<file path="config.mk">
export PLATFORM = sky130hd
export DESIGN_NAME = lsu_flat
export DESIGN_NICKNAME = d
export VERILOG_FILES = /design/src/rtl/lsu_if.sv /design/src/rtl/lsu.sv /design/src/flat_wrapper.sv
export SDC_FILE = /design/constraint.sdc
export NUM_CORES = 1
export LEC_CHECK = 0
export ABC_AREA = 1
export CORE_ASPECT_RATIO = 1.75
export CORE_UTILIZATION = 29
export CTS_CLUSTER_DIAMETER = 120
export DETAILED_ROUTE_END_ITERATION = 16
export RECOVER_POWER = 100
export SYNTH_ARGS = -nofsm -noshare
export SYNTH_HDL_FRONTEND = slang
export SYNTH_SLANG_ARGS = --single-unit
</file>
<file path="constraint.sdc">
create_clock -name clk -period 4.1 [get_ports clk]
set_clock_uncertainty 0.05 [all_clocks]
set_input_delay 0.41 -clock clk [delete_from_list [all_inputs] [get_ports clk]]
set_output_delay 0.41 -clock clk [all_outputs]
set_load 0.05 [all_outputs]
</file>
<file path="src/rtl/lsu_if.sv">
// ---------------------------------------------------------------------------
// lsu_if : bundle of the request, writeback and data-memory signals of the
//          load/store unit.
//
// Handshake: the execute stage holds req_* stable while req_valid=1 and
// stall=1. The memory side sees a request while mem_req=1. mem_we, mem_addr,
// mem_be and mem_wdata stay stable until the memory answers with mem_ready=1.
// On a load, mem_rdata is sampled in that same cycle. load_valid and lsu_err
// are single-cycle pulses with no back-pressure.
//
// Modports
//   slave  : the LSU (consumes req_*/mem_ready/mem_rdata, drives the rest)
//   master : the pipeline/memory environment around the LSU
// ---------------------------------------------------------------------------
interface lsu_if;
  logic        req_valid;
  logic        req_we;
  logic [2:0]  req_funct3;
  logic [31:0] req_addr;
  logic [31:0] req_wdata;

  logic        stall;
  logic [31:0] load_data;
  logic        load_valid;
  logic        lsu_err;

  logic        mem_req;
  logic        mem_we;
  logic [31:0] mem_addr;
  logic [31:0] mem_wdata;
  logic [3:0]  mem_be;
  logic        mem_ready;
  logic [31:0] mem_rdata;

  modport slave (
    input  req_valid, req_we, req_funct3, req_addr, req_wdata,
    input  mem_ready, mem_rdata,
    output stall, load_data, load_valid, lsu_err,
    output mem_req, mem_we, mem_addr, mem_wdata, mem_be
  );

  modport master (
    output req_valid, req_we, req_funct3, req_addr, req_wdata,
    output mem_ready, mem_rdata,
    input  stall, load_data, load_valid, lsu_err,
    input  mem_req, mem_we, mem_addr, mem_wdata, mem_be
  );
endinterface

</file>
<file path="src/rtl/lsu.sv">
// ---------------------------------------------------------------------------
// lsu : RV32I load/store unit.
//
// Turns a memory instruction into a word-aligned, byte-enabled data-memory
// request. The pipeline is stalled while the access is outstanding. Load data
// is returned sign- or zero-extended, and illegal accesses are flagged.
//
// Ports
//   clk          rising-edge clock
//   rst          synchronous active-high reset
//   io_bus       lsu_if.slave  (request, writeback and memory signals)
//   o_dbg_state  current FSM state (0 IDLE, 1 BUSY, 2 DONE)
//
// Build option
//   MISALIGN_TRAP_EN : when defined, misaligned H/HU/W accesses raise lsu_err
//                      and are dropped. When undefined, they are aligned
//                      down to the access size and proceed.
// ---------------------------------------------------------------------------
module lsu (
  input  logic        clk,
  input  logic        rst,
  lsu_if.slave        io_bus,
  output logic [1:0]  o_dbg_state
);

  typedef enum logic [1:0] {
    S_IDLE = 2'd0,
    S_BUSY = 2'd1,
    S_DONE = 2'd2
  } state_t;

  state_t      r_state;
  state_t      w_next;

  logic        r_we;
  logic [2:0]  r_funct3;
  logic [1:0]  r_off;
  logic [31:0] r_addr;
  logic [3:0]  r_be;
  logic [31:0] r_wdata;
  logic [31:0] r_load_data;
  logic        r_err;

  logic        w_f3_bad;
  logic        w_st_bad;
  logic        w_misalign;
  logic        w_legal;
  logic        w_accept;
  logic [1:0]  w_off;
  logic [3:0]  w_be;
  logic [31:0] w_wdata;
  logic [31:0] w_shifted;
  logic [31:0] w_load_ext;

  // ---------------- request decode ----------------
  always_comb begin
    w_f3_bad   = (io_bus.req_funct3 == 3'b011) || (io_bus.req_funct3 == 3'b110) ||
                 (io_bus.req_funct3 == 3'b111);
    w_st_bad   = io_bus.req_we && ((io_bus.req_funct3 == 3'b100) ||
                                   (io_bus.req_funct3 == 3'b101));
    // funct3[1:0] is the access size for every legal encoding: 00 B, 01 H, 10 W.
    w_misalign = ((io_bus.req_funct3[1:0] == 2'b01) && io_bus.req_addr[0]) ||
                 ((io_bus.req_funct3[1:0] == 2'b10) && (io_bus.req_addr[1:0] != 2'b00));
`ifdef MISALIGN_TRAP_EN
    w_legal    = !w_f3_bad && !w_st_bad && !w_misalign;
`else
    w_legal    = !w_f3_bad && !w_st_bad;
`endif
    w_accept   = (r_state == S_IDLE) && io_bus.req_valid && w_legal;

    // Byte offset is aligned down to the access size, so an untrapped
    // misaligned access lands on the naturally aligned container.
    w_off   = 2'b00;
    w_be    = 4'b0000;
    w_wdata = io_bus.req_wdata;
    case (io_bus.req_funct3[1:0])
      2'b00: begin
        w_off   = io_bus.req_addr[1:0];
        w_be    = 4'b0001 << io_bus.req_addr[1:0];
        w_wdata = {4{io_bus.req_wdata[7:0]}};
      end
      2'b01: begin
        w_off   = {io_bus.req_addr[1], 1'b0};
        w_be    = io_bus.req_addr[1] ? 4'b1100 : 4'b0011;
        w_wdata = {2{io_bus.req_wdata[15:0]}};
      end
      2'b10: begin
        w_off   = 2'b00;
        w_be    = 4'b1111;
        w_wdata = io_bus.req_wdata;
      end
      default: begin
        w_off   = 2'b00;
        w_be    = 4'b0000;
        w_wdata = io_bus.req_wdata;
      end
    endcase
  end

  // ---------------- load lane select and extension ----------------
  always_comb begin
    w_shifted  = io_bus.mem_rdata >> {r_off, 3'b000};
    w_load_ext = w_shifted;
    case (r_funct3)
      3'b000:  w_load_ext = {{24{w_shifted[7]}}, w_shifted[7:0]};
      3'b100:  w_load_ext = {24'h000000, w_shifted[7:0]};
      3'b001:  w_load_ext = {{16{w_shifted[15]}}, w_shifted[15:0]};
      3'b101:  w_load_ext = {16'h0000, w_shifted[15:0]};
      default: w_load_ext = io_bus.mem_rdata;
    endcase
  end

  // ---------------- FSM next state ----------------
  always_comb begin
    w_next = r_state;
    case (r_state)
      S_IDLE:  if (w_accept) w_next = S_BUSY;
      S_BUSY:  if (io_bus.mem_ready) w_next = S_DONE;
      // req_valid is still the completed instruction here, so it is ignored.
      S_DONE:  w_next = S_IDLE;
      default: w_next = S_IDLE;
    endcase
  end

  // ---------------- state and datapath registers ----------------
  always_ff @(posedge clk) begin
    if (rst) begin
      r_state     <= S_IDLE;
      r_we        <= 1'b0;
      r_funct3    <= 3'b000;
      r_off       <= 2'b00;
      r_addr      <= 32'h0;
      r_be        <= 4'b0000;
      r_wdata     <= 32'h0;
      r_load_data <= 32'h0;
      r_err       <= 1'b0;
    end else begin
      r_state <= w_next;
      r_err   <= (r_state == S_IDLE) && io_bus.req_valid && !w_legal;
      if (w_accept) begin
        r_we     <= io_bus.req_we;
        r_funct3 <= io_bus.req_funct3;
        r_off    <= w_off;
        r_addr   <= {io_bus.req_addr[31:2], 2'b00};
        r_be     <= w_be;
        r_wdata  <= w_wdata;
      end
      if ((r_state == S_BUSY) && io_bus.mem_ready && !r_we) begin
        r_load_data <= w_load_ext;
      end
    end
  end

  // ---------------- outputs ----------------
  always_comb begin
    io_bus.stall      = w_accept || (r_state == S_BUSY);
    io_bus.mem_req    = (r_state == S_BUSY);
    io_bus.mem_we     = r_we && (r_state == S_BUSY);
    io_bus.mem_addr   = r_addr;
    io_bus.mem_be     = r_be;
    io_bus.mem_wdata  = r_wdata;
    io_bus.load_valid = (r_state == S_DONE) && !r_we;
    io_bus.load_data  = r_load_data;
    io_bus.lsu_err    = r_err;
    o_dbg_state       = r_state;
  end

endmodule

</file>
<file path="src/flat_wrapper.sv">
// flat-port wrapper written by rule: the top's interface ports become plain ports
module lsu_flat 
  (clk, rst, o_dbg_state, io_bus_req_valid, io_bus_req_we, io_bus_req_funct3, io_bus_req_addr, io_bus_req_wdata, io_bus_mem_ready, io_bus_mem_rdata, io_bus_stall, io_bus_load_data, io_bus_load_valid, io_bus_lsu_err, io_bus_mem_req, io_bus_mem_we, io_bus_mem_addr, io_bus_mem_wdata, io_bus_mem_be);
  lsu_if io_bus_i ();
  input  logic clk;
  input  logic rst;
  output logic [1:0] o_dbg_state;
  input wire logic [$bits(io_bus_i.req_valid)-1:0] io_bus_req_valid;
  input wire logic [$bits(io_bus_i.req_we)-1:0] io_bus_req_we;
  input wire logic [$bits(io_bus_i.req_funct3)-1:0] io_bus_req_funct3;
  input wire logic [$bits(io_bus_i.req_addr)-1:0] io_bus_req_addr;
  input wire logic [$bits(io_bus_i.req_wdata)-1:0] io_bus_req_wdata;
  input wire logic [$bits(io_bus_i.mem_ready)-1:0] io_bus_mem_ready;
  input wire logic [$bits(io_bus_i.mem_rdata)-1:0] io_bus_mem_rdata;
  output wire logic [$bits(io_bus_i.stall)-1:0] io_bus_stall;
  output wire logic [$bits(io_bus_i.load_data)-1:0] io_bus_load_data;
  output wire logic [$bits(io_bus_i.load_valid)-1:0] io_bus_load_valid;
  output wire logic [$bits(io_bus_i.lsu_err)-1:0] io_bus_lsu_err;
  output wire logic [$bits(io_bus_i.mem_req)-1:0] io_bus_mem_req;
  output wire logic [$bits(io_bus_i.mem_we)-1:0] io_bus_mem_we;
  output wire logic [$bits(io_bus_i.mem_addr)-1:0] io_bus_mem_addr;
  output wire logic [$bits(io_bus_i.mem_wdata)-1:0] io_bus_mem_wdata;
  output wire logic [$bits(io_bus_i.mem_be)-1:0] io_bus_mem_be;
  assign io_bus_i.req_valid = io_bus_req_valid;
  assign io_bus_i.req_we = io_bus_req_we;
  assign io_bus_i.req_funct3 = io_bus_req_funct3;
  assign io_bus_i.req_addr = io_bus_req_addr;
  assign io_bus_i.req_wdata = io_bus_req_wdata;
  assign io_bus_i.mem_ready = io_bus_mem_ready;
  assign io_bus_i.mem_rdata = io_bus_mem_rdata;
  assign io_bus_stall = io_bus_i.stall;
  assign io_bus_load_data = io_bus_i.load_data;
  assign io_bus_load_valid = io_bus_i.load_valid;
  assign io_bus_lsu_err = io_bus_i.lsu_err;
  assign io_bus_mem_req = io_bus_i.mem_req;
  assign io_bus_mem_we = io_bus_i.mem_we;
  assign io_bus_mem_addr = io_bus_i.mem_addr;
  assign io_bus_mem_wdata = io_bus_i.mem_wdata;
  assign io_bus_mem_be = io_bus_i.mem_be;
  lsu u_core (.clk(clk), .rst(rst), .io_bus(io_bus_i), .o_dbg_state(o_dbg_state));
endmodule
</file>
==> results.md <==
* Commonest non-fill, non-tap cell in the layout: nor2_1
* Residual DRC at 0
* Min-delay worst type: reg2reg
* Clock transition at path regs at 0.08 ns
* Met3 Usage GRT at 3.15%
* Ys async rst share at 0%
* # port buffers at 208
* Via Count at 5109
* Clk buf depth at 2
* Max_slew headroom at -36.4%
* Placed Instances at 1098
* Part of the Yosys area used for sequential elements at 44.1%
* GP Congestion at 0.813
* Yosys top cell by area: dfxtp_1
* Hold Fails Final Rpt at 0
* IO Count at ~210
* Reg2reg start: u_core.r_off[0]
* DR vias/cell at 4.59
* Worst setup EP type: register
* Post-CTS resize count at 0
* Wire length of the first global-routing pass at about 26 mm
* Post-Layout Cell Count at 1114
* Initial antenna violation count at 0
* 1st-iter DRT viols at 220
* Final WL at ~16 mm
* Most frequent cells in the layout: nor2_1, o21ai_0, nand2_1
* Number of max-cap violations at 2
* Yosys top cell area share at 44.1%
* Worst Hold Launch: u_core.io_bus.mem_wdata[8]
* Final nets at 989
* TNS Setup at 0 ns
* # clock sinks at roughly 110
* Post-CTS Hold Buffers at 0
* Final Max Slew Viols at about 170
* Setup-failing EPs final at 0
* Static Leakage at ~3.3 nW
* Setup Buffers After CTS at 0
* Htree depth at 3
* Crit Path Max Fanout at 77
* Minimum clock period at 3.11 ns
* Yosys warns at 0
* Hpwl dp at 11.8 mm
* Mapped Cells at 706
* Antenna Nets Post-Route at 0
* Initial Util at approximately 30%
* CP required at 4.33 ns
* Ys flop type: dfxtp_1
* TritonRoute pass-1 iters at 5
* Die W at 99.8 um
* Largest net degree at the start of global routing at 95
* Total global routing overflow at 0
* Pwr dens at between 300 and 400 nW/um^2
* Worst-Margin Slew at 2.05 ns
* GR peak layer: met2
* Mapped cell area at ~4900 um^2
* Die height at 173 um
* Fin crit share at 75.9%
* RSZ-0062 raised after global routing: false
* Worst skew pair latency at 0.34 ns
* Failing checks: capacitance limit, slew limit
* CP Class: in2reg
* Core area at between 15000 and 20000 um^2
* Antenna cells at 0
* GR Util met1 at 21.7%
* Register bit total from synthesis at 107
* Clk root buf: clkbuf_16
* Layout cells sized above 1 at between 3 and 4%
* Peak supply drop at 180 uV
* Final core occ at about 44%
* Total Routing Usage GR at 19.2%
* Main area contributors after synthesis: dfxtp_1, o21ai_0, nor2_1
* Routed WL per cell at 14.7 um
* Post-synth EDFFs at 0
* Run status: complete, but fails checks
* Max Freq at ~320 MHz
* Nature of the critical path startpoint: primary input
* Worst setup path start: rst
* Inserted Clock Buffers at 9
* # rows at 62
* Die footprint at 17300 um^2
* Layout area overhead at 49.8%
* Critical Path AT at 3.34 ns
* Met2 Resource Use GR at 35.1%
* Synth unique cells at 27
* Vias in the first global route at 4802
* CTS tree: done
* Syn avg cell area at 6.87 um^2
[critical path, cell delays in order]
cell and delay, ns:
dlygate4sd3_1 0.53, buf_4 0.23, inv_1 1.46, clkbuf_4 0.41, o21ai_0 0.08, nor2_1 0.13
[cell usage after synthesis (2+ instances only)]
master / number
a21oi_1: 45
buf_1: 2
buf_2: 18
buf_4: 7
buf_6: 7
clkbuf_1: 16
dfxtp_1: 107
inv_1: 43
inv_2: 4
nand2_1: 113
nand2_2: 2
nand3_1: 38
nand4_1: 8
nor2_1: 146
nor2_2: 3
nor2_4: 2
nor3_1: 2
o211a_1: 2
o21ai_0: 122
o21ai_1: 11
o31ai_1: 2
[final cells by class]
type                       instances  area [um^2]
inverter                          47          176
tap                              224          280
fill                            1656         9100
clock buffer                      10          229
clock inverter                     6         61.3
timing repair buffer             217         2140
sequential                       107         2140
multi-input combinational        503         2240
[flip-flops by register name, summed over array words and instances, names as in the netlist]
register and cells:
u_core.io_bus.load_data 32, u_core.io_bus.mem_wdata 32, u_core.io_bus.mem_addr 30, u_core.io_bus.mem_be 4
u_core.r_funct3 3, u_core.o_dbg_state 2, u_core.r_off 2, u_core.io_bus.lsu_err 1
u_core.r_we 1
[metal layers]
| metal | share of wire [%] | up-vias |
|---|---|---|
| met5 | 0 | - |
| met4 | 2.2 | 0 |
| met3 | 4.3 | 16 |
| met2 | 54 | 150 |
| met1 | 40 | 2301 |
| li1 | - | 2642 |
[final timing paths]
check / slack [ns] / to / cells past startpoint
worst max register to register: 1.26 / u_core.io_bus.load_data[16] / 7
worst max-delay path: 0.99 / u_core.io_bus.mem_wdata[16] / 6
worst min-delay path: 0.46 / u_core.io_bus.mem_wdata[8] / 1
worst min register to register: 0.46 / u_core.io_bus.mem_wdata[8] / 1
[logic make-up after synthesis]
family	synth area share [%]
AOI/OAI and AO/OA	19.7
buffers and inverters	9.59
DFF	44.1
other	0.0773
and+or+nand+nor	26.5
[stage by stage]
| step | area, um^2 | total power, W | hold slack, ns | setup WS, ns |
|---|---|---|---|---|
| after floorplan | 4860 | 0.00165 | 0.427 | 1.57 |
| after global placement | 7000 | 0.00195 | 0.435 | 1.57 |
| after detailed placement | 7000 | 0.00196 | 0.440 | 1.51 |
| after CTS | 7290 | 0.00283 | 0.464 | 1.55 |
| after global routing | 7270 | 0.00289 | 0.488 | 0.701 |
| final | 7270 | 0.00276 | 0.456 | 0.988 |
[power by group]
part	switching (W)	total, W	internal [W]
clock network	0.000432	0.000860	0.000428
logic	0.000492	0.000745	0.000253
registers	0.0000412	0.00115	0.00111
total	0.000965	0.00276	0.00179
Note: power is estimated with default switching activity, not from simulation.
